`src/rtl/qpmm_op_sequencer.sv`:
```
// qpmm_op_sequencer
// Takes multiply commands from a small queue and feeds the pipelined Montgomery
// multiplier one operation per cycle. Operand A comes from bank 0 and operand B
// from bank 1. Each product is written back to its destination in both banks.
// The head command waits while any in-flight product targets one of its sources.

module qpmm_op_sequencer #(
  parameter int DW         = 272,
  parameter int AW         = 8,
  parameter int RAM_RD_LAT = 2,
  parameter int MUL_LAT    = 30,
  parameter int CQ_DEPTH   = 4
) (
  input  logic          clk,
  input  logic          rst,
  input  logic          cmd_valid,
  output logic          cmd_ready,
  input  logic [AW-1:0] cmd_src_a,
  input  logic [AW-1:0] cmd_src_b,
  input  logic [AW-1:0] cmd_dst,
  output logic [AW-1:0] ram0_addrb,
  output logic [AW-1:0] ram1_addrb,
  input  logic [DW-1:0] ram0_doutb,
  input  logic [DW-1:0] ram1_doutb,
  output logic [DW-1:0] mul_A,
  output logic [DW-1:0] mul_B,
  input  logic [DW-1:0] mul_Z,
  output logic [AW-1:0] ram_addra,
  output logic [DW-1:0] ram_dina,
  output logic          ram_wea,
  output logic          idle,
  output logic [15:0]   retire_cnt
);

  // Stage k of the in-flight pipe is valid k+1 cycles after the issue cycle.
  // The capture stage lines up with valid read data, and the last stage lines
  // up with the product leaving the multiplier.
  localparam int NST = RAM_RD_LAT + 1 + MUL_LAT;
  localparam int CAP = RAM_RD_LAT - 1;
  localparam int PW  = (CQ_DEPTH > 1) ? $clog2(CQ_DEPTH) : 1;
  localparam logic [PW:0] FULL_CNT = (PW+1)'(CQ_DEPTH);

  logic [AW-1:0] r_qSrcA [CQ_DEPTH];
  logic [AW-1:0] r_qSrcB [CQ_DEPTH];
  logic [AW-1:0] r_qDst  [CQ_DEPTH];
  logic [PW-1:0] r_wrPtr;
  logic [PW-1:0] r_rdPtr;
  logic [PW:0]   r_count;
  logic          r_cmdReady;

  logic [AW-1:0] r_ram0Addr;
  logic [AW-1:0] r_ram1Addr;
  logic [NST-1:0] r_vld;
  logic [AW-1:0] r_dst [NST];
  logic [DW-1:0] r_mulA;
  logic [DW-1:0] r_mulB;
  logic [15:0]   r_retireCnt;

  logic          w_push;
  logic          w_issue;
  logic          w_hazard;
  logic [PW:0]   w_countNext;
  logic [AW-1:0] w_headA;
  logic [AW-1:0] w_headB;
  logic [AW-1:0] w_headDst;

  assign w_push    = cmd_valid && r_cmdReady;
  assign w_headA   = r_qSrcA[r_rdPtr];
  assign w_headB   = r_qSrcB[r_rdPtr];
  assign w_headDst = r_qDst[r_rdPtr];
  assign w_issue   = (r_count != '0) && !w_hazard;

  // Block the head while any in-flight product, including the one being written now, targets one of its sources.
  always_comb begin
    w_hazard = 1'b0;
    for (int i = 0; i < NST; i++) begin
      if (r_vld[i] && ((r_dst[i] == w_headA) || (r_dst[i] == w_headB))) begin
        w_hazard = 1'b1;
      end
    end
  end

  // Queue occupancy for the coming cycle; a push into an empty queue is not bypassed.
  always_comb begin
    w_countNext = r_count;
    if (w_push && !w_issue) begin
      w_countNext = r_count + 1'b1;
    end else if (!w_push && w_issue) begin
      w_countNext = r_count - 1'b1;
    end
  end

  // Command storage holds data only, so it needs no reset.
  always_ff @(posedge clk) begin
    if (w_push) begin
      r_qSrcA[r_wrPtr] <= cmd_src_a;
      r_qSrcB[r_wrPtr] <= cmd_src_b;
      r_qDst[r_wrPtr]  <= cmd_dst;
    end
  end

  // Queue pointers, occupancy and the registered ready flag.
  always_ff @(posedge clk or posedge rst) begin
    if (rst) begin
      r_wrPtr    <= '0;
      r_rdPtr    <= '0;
      r_count    <= '0;
      r_cmdReady <= 1'b1;
    end else begin
      if (w_push) begin
        r_wrPtr <= r_wrPtr + 1'b1;
      end
      if (w_issue) begin
        r_rdPtr <= r_rdPtr + 1'b1;
      end
      r_count    <= w_countNext;
      r_cmdReady <= (w_countNext != FULL_CNT);
    end
  end

  // Issue drives the read addresses and shifts a valid bit and the destination into the in-flight pipe.
  always_ff @(posedge clk or posedge rst) begin
    if (rst) begin
      r_ram0Addr <= '0;
      r_ram1Addr <= '0;
      r_vld      <= '0;
      for (int i = 0; i < NST; i++) begin
        r_dst[i] <= '0;
      end
    end else begin
      if (w_issue) begin
        r_ram0Addr <= w_headA;
        r_ram1Addr <= w_headB;
      end
      r_vld    <= {r_vld[NST-2:0], w_issue};
      r_dst[0] <= w_headDst;
      for (int i = 1; i < NST; i++) begin
        r_dst[i] <= r_dst[i-1];
      end
    end
  end

  // Capture read data into the multiplier input registers when it becomes valid.
  always_ff @(posedge clk or posedge rst) begin
    if (rst) begin
      r_mulA <= '0;
      r_mulB <= '0;
    end else if (r_vld[CAP]) begin
      r_mulA <= ram0_doutb;
      r_mulB <= ram1_doutb;
    end
  end

  // Count each completed write; the counter wraps naturally.
  always_ff @(posedge clk or posedge rst) begin
    if (rst) begin
      r_retireCnt <= '0;
    end else if (r_vld[NST-1]) begin
      r_retireCnt <= r_retireCnt + 16'd1;
    end
  end

  // The write port is driven straight from the last pipe stage.
  // The address and data are zeroed when no write is active.
  assign ram_wea    = r_vld[NST-1];
  assign ram_addra  = r_vld[NST-1] ? r_dst[NST-1] : '0;
  assign ram_dina   = r_vld[NST-1] ? mul_Z : '0;

  assign cmd_ready  = r_cmdReady;
  assign ram0_addrb = r_ram0Addr;
  assign ram1_addrb = r_ram1Addr;
  assign mul_A      = r_mulA;
  assign mul_B      = r_mulB;
  assign retire_cnt = r_retireCnt;
  assign idle       = (r_count == '0) && (r_vld == '0);

endmodule
```
`config.mk`:
```
export PLATFORM = sky130hd
export DESIGN_NAME = qpmm_op_sequencer
export DESIGN_NICKNAME = d
export VERILOG_FILES = /design/src/rtl/qpmm_op_sequencer.sv
export SDC_FILE = /design/constraint.sdc
export NUM_CORES = 2
export LEC_CHECK = 0
export CELL_PAD_IN_SITES_DETAIL_PLACEMENT = 2
export CELL_PAD_IN_SITES_GLOBAL_PLACEMENT = 2
export CORE_AREA = 4 4 654 656
export CTS_CLUSTER_SIZE = 40
export DETAILED_ROUTE_END_ITERATION = 6
export DIE_AREA = 0 0 658 660
export HOLD_SLACK_MARGIN = 0.02
export PLACE_DENSITY_LB_ADDON = 0.1
export SYNTH_ARGS = -nofsm -noshare
export SYNTH_HDL_FRONTEND = slang
export SYNTH_SLANG_ARGS = --single-unit
```
`constraint.sdc`:
```
create_clock -name clk -period 54 [get_ports clk]
set_input_delay 10.8 -clock clk [delete_from_list [all_inputs] [get_ports clk]]
set_output_delay 10.8 -clock clk [all_outputs]
set_load 0.03 [all_outputs]
```
# After elaboration in Yosys (flattened, before gate mapping)
# Memories as Yosys holds them, arrays and structs flattened. A register that Yosys moved wholly into a read port is not among the register bits.
# Cells that the tools add are included.
# classes
mux,39
n_eq_ne,67
n_addsub,5
reduce_logical,77
# op_table
op,count
$eq 8x8->1,66
$mux 272,1
$logic_and 1x1->1,38
$mux 1,35
$logic_not 33->1,1
$logic_or 1x1->1,33
$add 16x1->16 const B,1
$mux 8,1
$mux 3,2
$add 2x1->2 const B,2
$add 3x1->3 const B,1
$logic_not 1->1,3
$logic_not 3->1,1
$ne 3x3->1 const B,1
$reduce_bool 3->1,1
$sub 3x1->3 const B,1
# word_totals
in_bits,843
mem_bits_rw,96
wordCells,233
n_memories,3
regBits,873
out_inout_bits,859
# memory_table
name,words,width,read_ports,rd_clocked_by_memory_dff,write_ports,line_no,text
r_qDst,4,8,1,1,1,45,logic [AW-1:0] r_qDst [CQ_DEPTH];
r_qSrcA,4,8,1,0,1,43,logic [AW-1:0] r_qSrcA [CQ_DEPTH];
r_qSrcB,4,8,1,0,1,44,logic [AW-1:0] r_qSrcB [CQ_DEPTH];

# Logic depth before layout (Yosys ltp)
# An unclocked memory read counts as a cell.
# depth
depth_word,43
mapped_depth,17
mapped_depth_nobuf,11

# Worst setup path before layout
# Ideal clock, no wire load.
# synth_path
kind,input to output
startpoint,input port mul_Z[0]
endpoint,output port ram_dina[0]
arrival_time_ps,11081
path_slack_ps,32119
stages,1
path_buffers,0
required_ps,43200
path_cell_list,and2_1
# synth_via
elab_chain_len,1
# synth_rtl
item,line_no,text
"start, declared",27,"input logic [DW-1:0] mul_Z,"
$mux 272,167,assign ram_dina = r_vld[NST-1] ? mul_Z : '0;
"end, declared",29,"output logic [DW-1:0] ram_dina,"
# Every way passes these cells.

# Worst setup path in the final report
# layout_path
startpoint,input port mul_Z[89]
endpoint,output port ram_dina[89]
# The elaborated chain is that of the path after synthesis.

==> qor.yml <==
dp_hpwl_um: 306000
num_vias: 32200
portBuffers: 1701
grt_pass1_wl_um: 452000
min_to: "r_vld[24]"
core_um2: 422000
cts_tree: "yes"
ant_nets: 0
placed_area_um2: 64600
r2r-start: "r_vld[1]"
cp_max_fo: 1
post_cts_buffers: 0
firstDrtPassIters: 5
ios: 1702
clockBufferDepth: 4
syn2layout_area_growth_pct: 69.2
dp_slack_ps: 30250
setup_ws_ps: 30380
rr_worst_depth: 7
slew-limit-headroom: 0.180
critical_path_class: "input pin to output port"
hp-class: "flip-flop to flip-flop"
die_w_um: 658
cp.arrival_ps: 12820
power_density_nw_per_um2: 65.7
routedWlPerCell_um: 35.1
fp.dieH_um: 660
cts_buffers: 148
cts.clk_slew.worst_paths_ps: 60
synth.net_count: 3713
syn_avg_cell_area_um2: 14.4
grt_util_all_layers: 0.163
clock_latency_ps: 840
required_ps: 43200
start_util: 0.0973
postCtsHoldBufs: 0
fin_tns_setup_ps: 0
ys_top_cells_by_area: "dfrtp_1, mux2_2, xnor2_1"
finalPower_mw: 4.57
grt_pass1_vias: 35400
synth_seq_cells: 977
final_hold_viol_count: 0
clock-root-buffer: "clkbuf_16"
r2r_slack_ps: 47710
syn_area_um2: 41100
worstSetupStartpointType: "input pin"
fmax_mhz: 42.3
rsz0062_at_grt: "false"
grt_start_max_net_pins: 138
tightestPinTransition_ps: 1230
synthCells: 2862
dieArea_um2: 434000
critPathCaptureType: "output port"
routed_via_density: 3.09
finalInstanceArea_um2: 69500
nets: 5451
yosysUniqueCellTypes: 43
drive_above_1_share: 0.180
skew_ps: 61.3
maxCapViolCount: 0
rows: 239
clock_sinks: 977
hold_slack_ps: 407
antenna_found_initial: 345
synth_top_area_frac: 0.536
min-delay-start: "r_vld[23]"
grt-ovfl-total: 0
place.gp.congestion: 0.917
setup_viol: 0
first_iter_violations: 1220
ir_drop_mv: 0.0312
p_leak_nw: 25.1
routed_wl_um: 366000
htree_num_levels: 4
rr_endpoint: "mul_B[229]"
holdPathStages: 0
period_needed_ps: 23620
fin_crit_sh: 0.437
ys.warnings.count: 0
synth_top_cell_by_area: "dfrtp_1"
drc_errors: 0
cts_resized: 0
status: "completed"
drv_slew: 0
yosysSeqAreaShare: 0.607
-- final cells by class --
| cell class | instances | area [um2] |
|---|---|---|
| Inverter | 7 | 33.8 |
| Fill cell | 47300 | 353000 |
| Antenna cell | 57 | 143 |
| Multi-Input combinational cell | 1711 | 15100 |
| Timing Repair Buffer | 1755 | 17500 |
| Tap cell | 5663 | 7090 |
| Clock buffer | 215 | 4320 |
| Sequential cell | 977 | 24900 |
| Clock inverter | 45 | 443 |
-- how the worst max path moves through the flow --
stage | from | to | slack [ps] | cells past startpoint
final | mul_Z[89] | ram_dina[89] | 30380 | 3
after CTS | mul_Z[89] | ram_dina[89] | 30250 | 3
after global placement | mul_Z[89] | ram_dina[89] | 30250 | 3
after detailed placement | mul_Z[89] | ram_dina[89] | 30250 | 3
after global routing | mul_Z[93] | ram_dina[93] | 30420 | 3
after floorplan | rst | mul_A[0] | 18440 | 1
-- cells in the mapped netlist, drive strengths merged --
| cell type | count |
|---|---|
| a22oi | 13 |
| ha | 8 |
| nand4 | 140 |
| a221o | 1 |
| mux4 | 24 |
| inv | 6 |
| nor4 | 10 |
| and2 | 281 |
| nand3 | 5 |
| xor2 | 11 |
| and3 | 6 |
| nor3 | 5 |
| a22o | 1 |
| nor2b | 1 |
| maj3 | 1 |
| a31oi | 1 |
| a31o | 1 |
| o21ai | 4 |
| o2bb2ai | 1 |
| mux2 | 545 |
| edfxtp | 96 |
| clkbuf | 94 |
| dfrtp | 880 |
| a21o | 1 |
| clkinv | 1 |
| or3b | 1 |
| nand2 | 64 |
| buf | 73 |
| or3 | 1 |
| a21oi | 4 |
| xnor2 | 538 |
| nor2 | 12 |
| o22ai | 30 |
| a2111oi | 1 |
| dfstp | 1 |
-- critical path: stages --
cell and delay, ps:
clkdlybuf4s50_1 720, and2_1 500, clkdlybuf4s50_1 770
-- registers in the layout, summed over array words and instances, names as in the netlist, 16 cells and up --
| signal | cells |
|---|---|
| r_qDst | 32 |
| r_qSrcA | 32 |
| mul_A | 272 |
| r_qSrcB | 32 |
| r_dst | 264 |
| retire_cnt | 16 |
| r_vld | 33 |
| mul_B | 272 |
-- per-stage QoR --
step,cells,util
6_report,10400,0.165
5_1_grt,10400,0.164
4_1_cts,10400,0.164
3_5_place_dp,10100,0.153
3_3_place_gp,10100,0.153
2_1_floorplan,2862,-
-- kinds of logic after synthesis --
family	share of synthesized area
adder cells (fa/ha/maj)	0.00271
XOR/XNOR	0.117
AND/OR/NAND/NOR	0.0756
AO/OA/AOI/OAI	0.00935
multiplexers	0.163
flip-flops	0.607
buffers and inverters	0.0259
-- metal layers --
metal  vias to the layer above  routed length, um  GRT usage
li1                      13300                  -          -
met4                       130               7430     0.0234
met3                       716              47000     0.0987
met1                     16300             119000      0.152
met5                         -                923          0
met2                      1748             192000      0.306
-- placed cells by master (no fill, tap or decap), drive strengths merged, types with 2 or more instances in the layout --
| cell | n |
|---|---|
| nor3 | 5 |
| mux4 | 24 |
| and3 | 6 |
| clkinvlp | 2 |
| nand3 | 5 |
| bufinv | 7 |
| nor4 | 10 |
| clkinv | 31 |
| buf | 54 |
| a21oi | 4 |
| inv | 12 |
| ha | 8 |
| edfxtp | 96 |
| nand4 | 140 |
| nor2 | 12 |
| clkdlybuf4s50 | 1701 |
| dfrtp | 880 |
| xor2 | 11 |
| xnor2 | 538 |
| diode | 57 |
| nand2 | 64 |
| clkbuf | 215 |
| o21ai | 4 |
| a22oi | 13 |
| and2 | 281 |
| o22ai | 30 |
| mux2 | 545 |
-- power breakdown --
group | switching [mW] | internal (mW) | leakage, nW | total, mW
clock network | 0.404 | 0.588 | 2.35 | 0.992
registers | 0.261 | 1.02 | 11.1 | 1.28
logic | 1.38 | 0.914 | 11.6 | 2.30
total | 2.05 | 2.52 | 25.1 | 4.57
No activity file was read; power rests on OpenSTA's default activity.
